**src/rtl/interval_histogram_pkg.sv**
```systemverilog
// interval_pkg: shared types and helpers for the interval histogram stage.
//   hist_state_e : ACCUM (counting codes) / DRAIN (streaming bin results)
//   is_onehot()  : true when exactly one bit of a code is set
package interval_pkg;

  // Widest one-hot code the helper accepts; callers zero-extend to this.
  localparam int MAX_BINS = 64;

  typedef enum logic {ACCUM, DRAIN} hist_state_e;

  function automatic logic is_onehot(input logic [MAX_BINS-1:0] code);
    // x & (x-1) clears the lowest set bit; zero result means at most one bit.
    return (code != '0) && ((code & (code - 1'b1)) == '0);
  endfunction

endpackage

```
**src/rtl/interval_histogram_if.sv**
```systemverilog
// Stream interface of the interval histogram.
//   input side : in_valid_i / in_ready_o handshake carrying interval_i, in_last_i
//   output side: out_valid_o / out_ready_i handshake carrying out_bin_o,
//                out_count_o, out_last_o
// Modports: slave = histogram block, master = producer/consumer side.
interface interval_histogram_if #(
  parameter int NUM_BINS  = 8,
  parameter int CNT_WIDTH = 16,
  parameter int IDX_WIDTH = $clog2(NUM_BINS)
);
  logic                 in_valid_i;
  logic                 in_ready_o;
  logic [NUM_BINS-1:0]  interval_i;
  logic                 in_last_i;
  logic                 out_valid_o;
  logic                 out_ready_i;
  logic [IDX_WIDTH-1:0] out_bin_o;
  logic [CNT_WIDTH-1:0] out_count_o;
  logic                 out_last_o;

  modport slave (
    input  in_valid_i, interval_i, in_last_i, out_ready_i,
    output in_ready_o, out_valid_o, out_bin_o, out_count_o, out_last_o
  );

  modport master (
    output in_valid_i, interval_i, in_last_i, out_ready_i,
    input  in_ready_o, out_valid_o, out_bin_o, out_count_o, out_last_o
  );
endinterface

```
**src/rtl/interval_histogram_sat_counter.sv**
```systemverilog
// sat_counter: one histogram bin.
//   clk_i, rst_ni : clock, async active-low reset
//   clr_i         : synchronous clear (wins over inc_i)
//   inc_i         : increment request
//   cnt_o         : registered count, holds at all-ones
//   sat_o         : increment requested while already at all-ones
module sat_counter #(
  parameter int CNT_WIDTH = 16
) (
  input  logic                 clk_i,
  input  logic                 rst_ni,
  input  logic                 clr_i,
  input  logic                 inc_i,
  output logic [CNT_WIDTH-1:0] cnt_o,
  output logic                 sat_o
);
  logic [CNT_WIDTH-1:0] r_cnt;
  logic                 w_full;

  assign w_full = &r_cnt;

  always_ff @(posedge clk_i or negedge rst_ni) begin
    if (!rst_ni)               r_cnt <= '0;
    else if (clr_i)            r_cnt <= '0;
    else if (inc_i && !w_full) r_cnt <= r_cnt + 1'b1;
  end

  assign cnt_o = r_cnt;
  assign sat_o = inc_i & w_full & ~clr_i;
endmodule

```
**src/rtl/interval_histogram.sv**
```systemverilog
// interval_histogram: counts one-hot interval codes per bin during a frame,
// then drains every bin count in order and re-arms.
//   clk_i, rst_ni : clock, async active-low reset
//   clear_i       : sync clear of counters, index, flags; aborts a drain
//   bus (slave)   : input code stream and output bin-result stream
//   bad_code_o    : sticky, a non-one-hot code was accepted
//   sat_o         : sticky, an increment hit a saturated bin
module interval_histogram
  import interval_pkg::*;
#(
  parameter  int NUM_BINS  = 8,
  parameter  int CNT_WIDTH = 16,
  localparam int IDX_WIDTH = $clog2(NUM_BINS)
) (
  input  logic                  clk_i,
  input  logic                  rst_ni,
  input  logic                  clear_i,
  interval_histogram_if.slave   bus,
  output logic                  bad_code_o,
  output logic                  sat_o
);
  hist_state_e r_state, w_state_nxt;
  logic [IDX_WIDTH-1:0] r_idx, w_idx_nxt;

  logic [NUM_BINS-1:0][CNT_WIDTH-1:0] w_cnt;
  logic [NUM_BINS-1:0]                w_inc, w_clr, w_sat;

  logic w_in_hs, w_out_hs, w_onehot, w_idx_last;

  assign w_in_hs    = (r_state == ACCUM) & bus.in_valid_i;
  assign w_out_hs   = (r_state == DRAIN) & bus.out_ready_i;
  assign w_onehot   = is_onehot(MAX_BINS'(bus.interval_i));
  assign w_idx_last = (r_idx == IDX_WIDTH'(NUM_BINS-1));

  // State / drain index
  always_ff @(posedge clk_i or negedge rst_ni) begin
    if (!rst_ni) begin
      r_state <= ACCUM;
      r_idx   <= '0;
    end else begin
      r_state <= w_state_nxt;
      r_idx   <= w_idx_nxt;
    end
  end

  always_comb begin
    w_state_nxt = r_state;
    w_idx_nxt   = r_idx;
    if (clear_i) begin
      w_state_nxt = ACCUM;
      w_idx_nxt   = '0;
    end else begin
      case (r_state)
        ACCUM: if (w_in_hs && bus.in_last_i) begin
          w_state_nxt = DRAIN;
          w_idx_nxt   = '0;
        end
        DRAIN: if (w_out_hs) begin
          if (w_idx_last) begin
            w_state_nxt = ACCUM;
            w_idx_nxt   = '0;
          end else begin
            w_idx_nxt = r_idx + 1'b1;
          end
        end
        default: w_state_nxt = ACCUM;
      endcase
    end
  end

  // Bins: increment on accepted one-hot code, clear when drained out.
  for (genvar g = 0; g < NUM_BINS; g++) begin : g_bin
    assign w_inc[g] = w_in_hs & ~clear_i & w_onehot & bus.interval_i[g];
    assign w_clr[g] = clear_i | (w_out_hs & (r_idx == IDX_WIDTH'(g)));

    sat_counter #(.CNT_WIDTH(CNT_WIDTH)) u_cnt (
      .clk_i  (clk_i),
      .rst_ni (rst_ni),
      .clr_i  (w_clr[g]),
      .inc_i  (w_inc[g]),
      .cnt_o  (w_cnt[g]),
      .sat_o  (w_sat[g])
    );
  end

  // Sticky flags
  always_ff @(posedge clk_i or negedge rst_ni) begin
    if (!rst_ni) begin
      bad_code_o <= 1'b0;
      sat_o      <= 1'b0;
    end else if (clear_i) begin
      bad_code_o <= 1'b0;
      sat_o      <= 1'b0;
    end else begin
      if (w_in_hs && !w_onehot) bad_code_o <= 1'b1;
      if (|w_sat)               sat_o      <= 1'b1;
    end
  end

  // Outputs decode only state, index and counter registers.
  assign bus.in_ready_o  = (r_state == ACCUM);
  assign bus.out_valid_o = (r_state == DRAIN);
  assign bus.out_bin_o   = r_idx;
  assign bus.out_count_o = (r_state == DRAIN) ? w_cnt[r_idx] : '0;
  assign bus.out_last_o  = (r_state == DRAIN) & w_idx_last;
endmodule

```
**src/flat_wrapper.sv**
```systemverilog
// flat-port wrapper written by rule: the top's interface ports become plain ports
module interval_histogram_flat import interval_pkg::*;
#(
  parameter  int NUM_BINS  = 8,
  parameter  int CNT_WIDTH = 16,
  localparam int IDX_WIDTH = $clog2(NUM_BINS)
)
  (clk_i, rst_ni, clear_i, bad_code_o, sat_o, bus_in_valid_i, bus_interval_i, bus_in_last_i, bus_out_ready_i, bus_in_ready_o, bus_out_valid_o, bus_out_bin_o, bus_out_count_o, bus_out_last_o);
  interval_histogram_if #(.NUM_BINS(NUM_BINS), .CNT_WIDTH(CNT_WIDTH)) bus_i ();
  input  logic clk_i;
  input  logic rst_ni;
  input  logic clear_i;
  output logic bad_code_o;
  output logic sat_o;
  input wire logic [$bits(bus_i.in_valid_i)-1:0] bus_in_valid_i;
  input wire logic [$bits(bus_i.interval_i)-1:0] bus_interval_i;
  input wire logic [$bits(bus_i.in_last_i)-1:0] bus_in_last_i;
  input wire logic [$bits(bus_i.out_ready_i)-1:0] bus_out_ready_i;
  output wire logic [$bits(bus_i.in_ready_o)-1:0] bus_in_ready_o;
  output wire logic [$bits(bus_i.out_valid_o)-1:0] bus_out_valid_o;
  output wire logic [$bits(bus_i.out_bin_o)-1:0] bus_out_bin_o;
  output wire logic [$bits(bus_i.out_count_o)-1:0] bus_out_count_o;
  output wire logic [$bits(bus_i.out_last_o)-1:0] bus_out_last_o;
  assign bus_i.in_valid_i = bus_in_valid_i;
  assign bus_i.interval_i = bus_interval_i;
  assign bus_i.in_last_i = bus_in_last_i;
  assign bus_i.out_ready_i = bus_out_ready_i;
  assign bus_in_ready_o = bus_i.in_ready_o;
  assign bus_out_valid_o = bus_i.out_valid_o;
  assign bus_out_bin_o = bus_i.out_bin_o;
  assign bus_out_count_o = bus_i.out_count_o;
  assign bus_out_last_o = bus_i.out_last_o;
  interval_histogram #(.NUM_BINS(NUM_BINS), .CNT_WIDTH(CNT_WIDTH)) u_core (.clk_i(clk_i), .rst_ni(rst_ni), .clear_i(clear_i), .bus(bus_i), .bad_code_o(bad_code_o), .sat_o(sat_o));
endmodule
```
**config.mk**
```make
export PLATFORM = sky130hd
export DESIGN_NAME = interval_histogram_flat
export DESIGN_NICKNAME = d
export VERILOG_FILES = /design/src/rtl/interval_histogram_pkg.sv /design/src/rtl/interval_histogram_if.sv /design/src/rtl/interval_histogram_sat_counter.sv /design/src/rtl/interval_histogram.sv /design/src/flat_wrapper.sv
export SDC_FILE = /design/constraint.sdc
export NUM_CORES = 1
export LEC_CHECK = 0
export CORE_MARGIN = 2
export CORE_UTILIZATION = 50
export DETAILED_ROUTE_END_ITERATION = 7
export PLACE_DENSITY = 0.78
export SYNTH_ARGS = -nofsm -noshare
export SYNTH_HDL_FRONTEND = slang
export SYNTH_SLANG_ARGS = --single-unit
export TNS_END_PERCENT = 100
```
**constraint.sdc**
```tcl
create_clock -name clk_i -period 7.8 [get_ports clk_i]
set_input_delay 1.95 -clock clk_i [delete_from_list [all_inputs] [get_ports clk_i]]
set_output_delay 1.95 -clock clk_i [all_outputs]
set_load 0.005 [all_outputs]
```
Word level (Yosys, flattened, before mapping). Index checks and enable logic that the tools add are counted.

Bits in registers: 134. Output and inout bits: 24. Bits in latches: 0. Memory bits (writable): 0. Bits in read-only memories: 0. Word-level logic and storage cells: 164. Memories kept: 0.

Shift operators: 0. Equal/unequal tests: 9. Multiplexer cells: 33. Magnitude comparators: 1. Bitwise gates (word level): 56. Divide/modulo/power cells: 0. Add/subtract/negate cells: 10. Reductions and logical operators: 43. Multipliers: 0.

Operator list (count): $mux W16 (18); $add A16 B1 Y16 const B (8); $reduce_and A16 Y1 (8); $and A8 B64 Y64 (1); $logic_not A64 Y1 (1); $bmux W16 S3 (1); $and A1 B1 Y1 (37); $reduce_bool A2 Y1 (10); $eq A3 B3 Y1 const B (4); $mux W3 (4); $logic_and A1 B1 Y1 (11); $not A1 Y1 (10); $logic_not A1 Y1 (9); $sub A8 B1 Y9 const B (1); $mux W1 (8); $or A1 B1 Y1 (8); $reduce_bool A8 Y1 (1); $reduce_or A8 Y1 (1); $eq A3 B2 Y1 const B (2); $pmux W3 S2 (1); $lt A3 B4 Y1 const B (1); $add A3 B1 Y3 const B (1); $eq A3 B1 Y1 const B (1); $logic_not A3 Y1 (1); other kinds (4) (4).

Depth between registers and ports, before layout.
Depth in word-level cells: 11. Depth in mapped cells: 11. Mapped depth without buffers: 8.

By module. A second synthesis with hierarchy kept.

Cell total of the unflattened synthesis: 1005. Area total of the unflattened synthesis: 9160.0 um2.

Modules (own cells, without submodules): sat_counter (cells each 103, area an instance 933.4 um2, instances 8, seq. area each 400.4 um2); interval_histogram (cells each 181, area an instance 1692.9 um2, instances 1, seq. area each 150.1 um2).

Worst setup path after synthesis. Ideal clock, no wire load.

Path kind: input port to flip-flop. From: input port bus_interval_i[5]. To: register u_core.g_bin[0].u_cnt.r_cnt[13]. Required time: 7.680 ns. Slack: 3.738 ns. Cell stages on the path: 8. Setup time: 0.120 ns. Buffers on the path: 2. Data arrival time: 3.942 ns. Cells stage by stage: clkbuf_1 or4_4 a211oi_1 a21oi_1 buf_6 nor4_4 a31oi_1 a41o_1.

Word-level cells in the longest chain between the ends: 8. Elaborated cells between the ends (all ways): 9.

Ends and longest elaborated chain: from (decl) (line flat_wrapper.sv:16) `input wire logic [$bits(bus_i.interval_i)-1:0] bus_interval_i;`; $sub A8 B1 Y9 (line interval_histogram_pkg.sv:13) `return (code != '0) && ((code & (code - 1'b1)) == '0);`; $and A8 B64 Y64 (line interval_histogram_pkg.sv:13); $logic_not A64 Y1 (line interval_histogram_pkg.sv:13); $logic_and A1 B1 Y1 (*) (line interval_histogram_pkg.sv:13); $and A1 B1 Y1 (*) (2 in a row) (line interval_histogram.sv:73) `assign w_inc[g] = w_in_hs & ~clear_i & w_onehot & bus.interval_i[g];`; $logic_and A1 B1 Y1 (*) (line interval_histogram_sat_counter.sv:25) `else if (inc_i && !w_full) r_cnt <= r_cnt + 1'b1;`; $reduce_bool A2 Y1 (no line) (*); to (signal assigned) (line interval_histogram_sat_counter.sv:25); to (decl) (line interval_histogram_sat_counter.sv:17) `logic [CNT_WIDTH-1:0] r_cnt;`.

Mark *: on every way between the ends. The rest lies on a longest branch, timed or not. A chain may end at the register's enable or synchronous reset.

Worst setup path in the final report.
From: input port bus_interval_i[0]. To: register u_core.g_bin[4].u_cnt.r_cnt[4].

Word-level cells in the longest chain between the ends: 8. Elaborated cells between the ends (all ways): 9.

Ends and longest elaborated chain (line): $sub A8 B1 Y9 (interval_histogram_pkg.sv:13); $and A8 B64 Y64 (interval_histogram_pkg.sv:13); $logic_not A64 Y1 (interval_histogram_pkg.sv:13); $logic_and A1 B1 Y1 (*) (interval_histogram_pkg.sv:13); $and A1 B1 Y1 (*) (2 in a row) (interval_histogram.sv:73); $logic_and A1 B1 Y1 (*) (interval_histogram_sat_counter.sv:25); $reduce_bool A2 Y1 (no line) (*); to (signal assigned) (interval_histogram_sat_counter.sv:25); to (decl) (interval_histogram_sat_counter.sv:17).

Marks and branches as above.

==> results_dict.tcl <==
set metrics [dict create \
    cp-end-kind "register" \
    syn_area_per_cell_um2 9.14 \
    area_delta_synth_final_pct 13.0 \
    vdd_drop_max_v 0.000157 \
    netlist_instances 940 \
    grt_max_degree 93 \
    grt_use_total_pct 28.5 \
    arrival_ps 5360 \
    rows 47 \
    yosys-mux-area-fraction_pct 10.1 \
    hold_violations 0 \
    first_iter_violations 1034 \
    gp_congestion 0.946 \
    cpPeakStageDelay_ps 860 \
    antennaDiodeCount 0 \
    tightest_slew_ps 1300 \
    report.final.slew_viol_count 0 \
    clock_path_buffers 2 \
    initial_core_util_pct 51.4 \
    worst_hold_path_type "register to register" \
    hold_depth 1 \
    cts_inserted_buffers 17 \
    clk_latency_ps 430 \
    leakagePower_nw 3.70 \
    synthXorXnorAreaFrac_pct 7.95 \
    yosysSeqAreaShare_pct 39.0 \
    die_w_um 135 \
    reg2reg_slack_ps 4410 \
    grt_pass1_wl_um 40100 \
    syn_nets 968 \
    hold_start "u_core.g_bin[7].u_cnt.cnt_o[15]" \
    routedWlPerCell_um 20.8 \
    drive_above_1_share_pct 10.1 \
    ys_top_cells_by_area "dfrtp_1 39%, mux4_2 8.4%, nand2_1 5.5%" \
    status "completed" \
    synth_cell_types 61 \
    nets 984 \
    core_area_um2 16700 \
    place_hpwl_um 17400 \
    holdPathEnd "u_core.g_bin[7].u_cnt.cnt_o[15]" \
    cp.required_ps 8160 \
    power.density_nw_per_um2 169 \
    die_area_um2 18200 \
    start_kind "input port" \
    cts_tree "yes" \
    p_int_w 0.00125 \
    drt_wl_total_um 24700 \
    reg2reg_depth 8 \
    synth_compound_area_share_pct 8.89 \
    fin_skew_ps 7.96 \
    synth_warnings 0 \
    cp_max_fo 20 \
    power_frac_clock_pct 51.2 \
    port_buffers 37 \
    die_h_um 135 \
    relSlewSlack_pct 12.8 \
    switchingPower_w 0.000383 \
    tns_ps 0 \
    synthSimpleGateAreaFrac_pct 28.7 \
    placedCellCount 1157 \
    cts_hold_buf 0 \
    io_pins 38 \
    gr-total-overflow 0 \
    synthAdderAreaFrac_pct 2.17 \
    yosysTopAreaCellShare_pct 39.0 \
    h-tree-depth 4 \
    fin_crit_sh_pct 64.2 \
    root_buffer "clkbuf_16" \
    path_class "input port to register" \
    synth_area_um2 8590 \
    netSwitchingFraction_pct 23.4 \
    synth_top_family_by_area "simple AND/OR/NAND/NOR gates" \
    synth_edf_count 0 \
    r2r_end "u_core.sat_o" \
    worstReg2RegStart "u_core.bus.out_bin_o[2]" \
    comb_power_share_pct 6.0 \
    clk_pin_slew_ps 60 \
    drc_errors 0 \
    async_flop_share_pct 100 \
    cpMaxStageDelayCell "a2111oi_4" \
    synth.largest_area_cell "dfrtp_1" \
    rsz0062_at_grt "no" \
    routed-via-count 7696 \
    critical_path.cell_chain "clkdlybuf4s50_1, a2111o_1, o31ai_4, nand2_1, a2111oi_4, and4_1, mux2i_1" \
    first_pass_iters 6 \
    cts_setup_buffers 0 \
    cts_resized 0 \
    fmax_ghz 0.200 \
    antenna_found_initial 0 \
    drtAntennaViolNets 0 \
    viasPerCell 6.47 \
    pre_cts_ws_ps 2380 \
    power_frac_seq_pct 42.9 \
    grt_pass1_vias 7356 \
    fin_crit_ps 5010 \
    max-cap-violations 0 \
    setup_viol 0 \
    clkSinkCount 134 \
    ys_seq_elements 134 \
    synth_ff_type "dfrtp_1" \
    setup_slack_ps 2790 \
    instances_no_fill 1189 \
]
cell families (layout without fill, tap and decap cells):
group | count (synthesis) | count (layout)
and+or+nand+nor | 490 | 490
DFF | 134 | 134
AOI/OAI and AO/OA | 113 | 113
xor gates and xnor gates | 78 | 78
buffers and inverters | 63 | 92
muxes | 47 | 47
adders and majority gates | 15 | 15
worst max-delay path by stage:
stage                                  from  slack (ps)                               to  cells past startpoint
after floorplan           bus_interval_i[5]        3740  u_core.g_bin[0].u_cnt.cnt_o[13]                      8
after global placement    bus_interval_i[0]        2510   u_core.g_bin[4].u_cnt.cnt_o[4]                      7
after detailed placement  bus_interval_i[0]        2380   u_core.g_bin[4].u_cnt.cnt_o[4]                      7
after CTS                 bus_interval_i[0]        2830   u_core.g_bin[4].u_cnt.cnt_o[4]                      7
after global routing      bus_interval_i[0]        2580   u_core.g_bin[4].u_cnt.cnt_o[4]                      7
final                     bus_interval_i[0]        2790   u_core.g_bin[4].u_cnt.cnt_o[4]                      7
critical path, delay by kind of cell:
kind	cells	cell delay (ps)
AOI/OAI and AO/OA	3	1560
and+or+nand+nor	2	900
buffers and inverters	1	760
muxes	1	180
cells in the final DEF (no fill, tap or decap), types with 17 or more instances in the layout:
cell             instances
nand4_1                 44
nor3_1                  35
nor4_1                  24
nand2_1                126
nor2_1                 113
xor2_1                  24
clkbuf_16               17
mux4_2                  32
a21oi_1                 39
dfrtp_1                133
o21ai_0                 24
nand3_1                 49
xnor2_1                 54
clkdlybuf4s50_1         36
and3_1                  27
cell usage after synthesis, types with 3 or more instances:
| cell | instances |
|---|---|
| mux2i_1 | 15 |
| nor4_1 | 24 |
| nor3_1 | 35 |
| and3_1 | 27 |
| a41oi_1 | 3 |
| o21ai_0 | 24 |
| and4_1 | 4 |
| a21oi_1 | 40 |
| dfrtp_1 | 134 |
| mux4_2 | 32 |
| a41o_1 | 5 |
| and2_1 | 7 |
| a31oi_1 | 8 |
| nor2_1 | 113 |
| nor4b_1 | 3 |
| nand3_1 | 49 |
| inv_1 | 15 |
| or3_1 | 12 |
| clkbuf_1 | 36 |
| buf_6 | 3 |
| or4_1 | 5 |
| nand4_1 | 44 |
| ha_1 | 14 |
| a31o_2 | 14 |
| xnor2_1 | 54 |
| nand2b_1 | 14 |
| buf_1 | 6 |
| nand2_1 | 126 |
| nor3b_1 | 7 |
| xor2_1 | 24 |
metrics by stage:
step,hold slack (ps),util [%],power [W],area (µm²)
floorplan,454,-,0.000766,8590
detailed placement,508,54.5,0.000809,9100
CTS,522,58.1,0.00164,9700
global placement,479,54.5,0.000808,9100
global route,532,58.1,0.00168,9700
finish,531,58.1,0.00164,9700
sequential cells by signal, indices dropped and copies added, names as in the netlist:
| name | count |
|---|---|
| u_core.sat_o | 1 |
| u_core.bad_code_o | 1 |
| u_core.bus.out_valid_o | 1 |
| u_core.g_bin.u_cnt.cnt_o | 128 |
| u_core.bus.out_bin_o | 3 |
layer usage:
layer | GRT usage, % | share of wire [%] | up-vias
met5 | 0 | 0 | -
li1 | - | - | 3454
met4 | 11.3 | 3.5 | 0
met1 | 41.0 | 42 | 3739
met2 | 41.8 | 44 | 431
met3 | 6.72 | 11 | 72
power by group through the flow:
stage,Clock (W),Sequential [W],Combinational (W)
after floorplan,0,0.000711,0.0000550
after global placement,0,0.000713,0.0000951
after detailed placement,0,0.000713,0.0000961
after CTS,0.000839,0.000701,0.0000968
after global routing,0.000869,0.000701,0.000106
final,0.000837,0.000701,0.0000977
area by class of cell:
type | count | area (µm²)
Multi-Input combinational cell | 743 | 4980
Sequential cell | 134 | 3350
Inverter | 16 | 60.1
Clock inverter | 7 | 119
Tap cell | 220 | 275
Fill cell | 1444 | 7000
Clock buffer | 25 | 485
Timing Repair Buffer | 44 | 424
No activity file was read; power rests on OpenSTA's default activity.
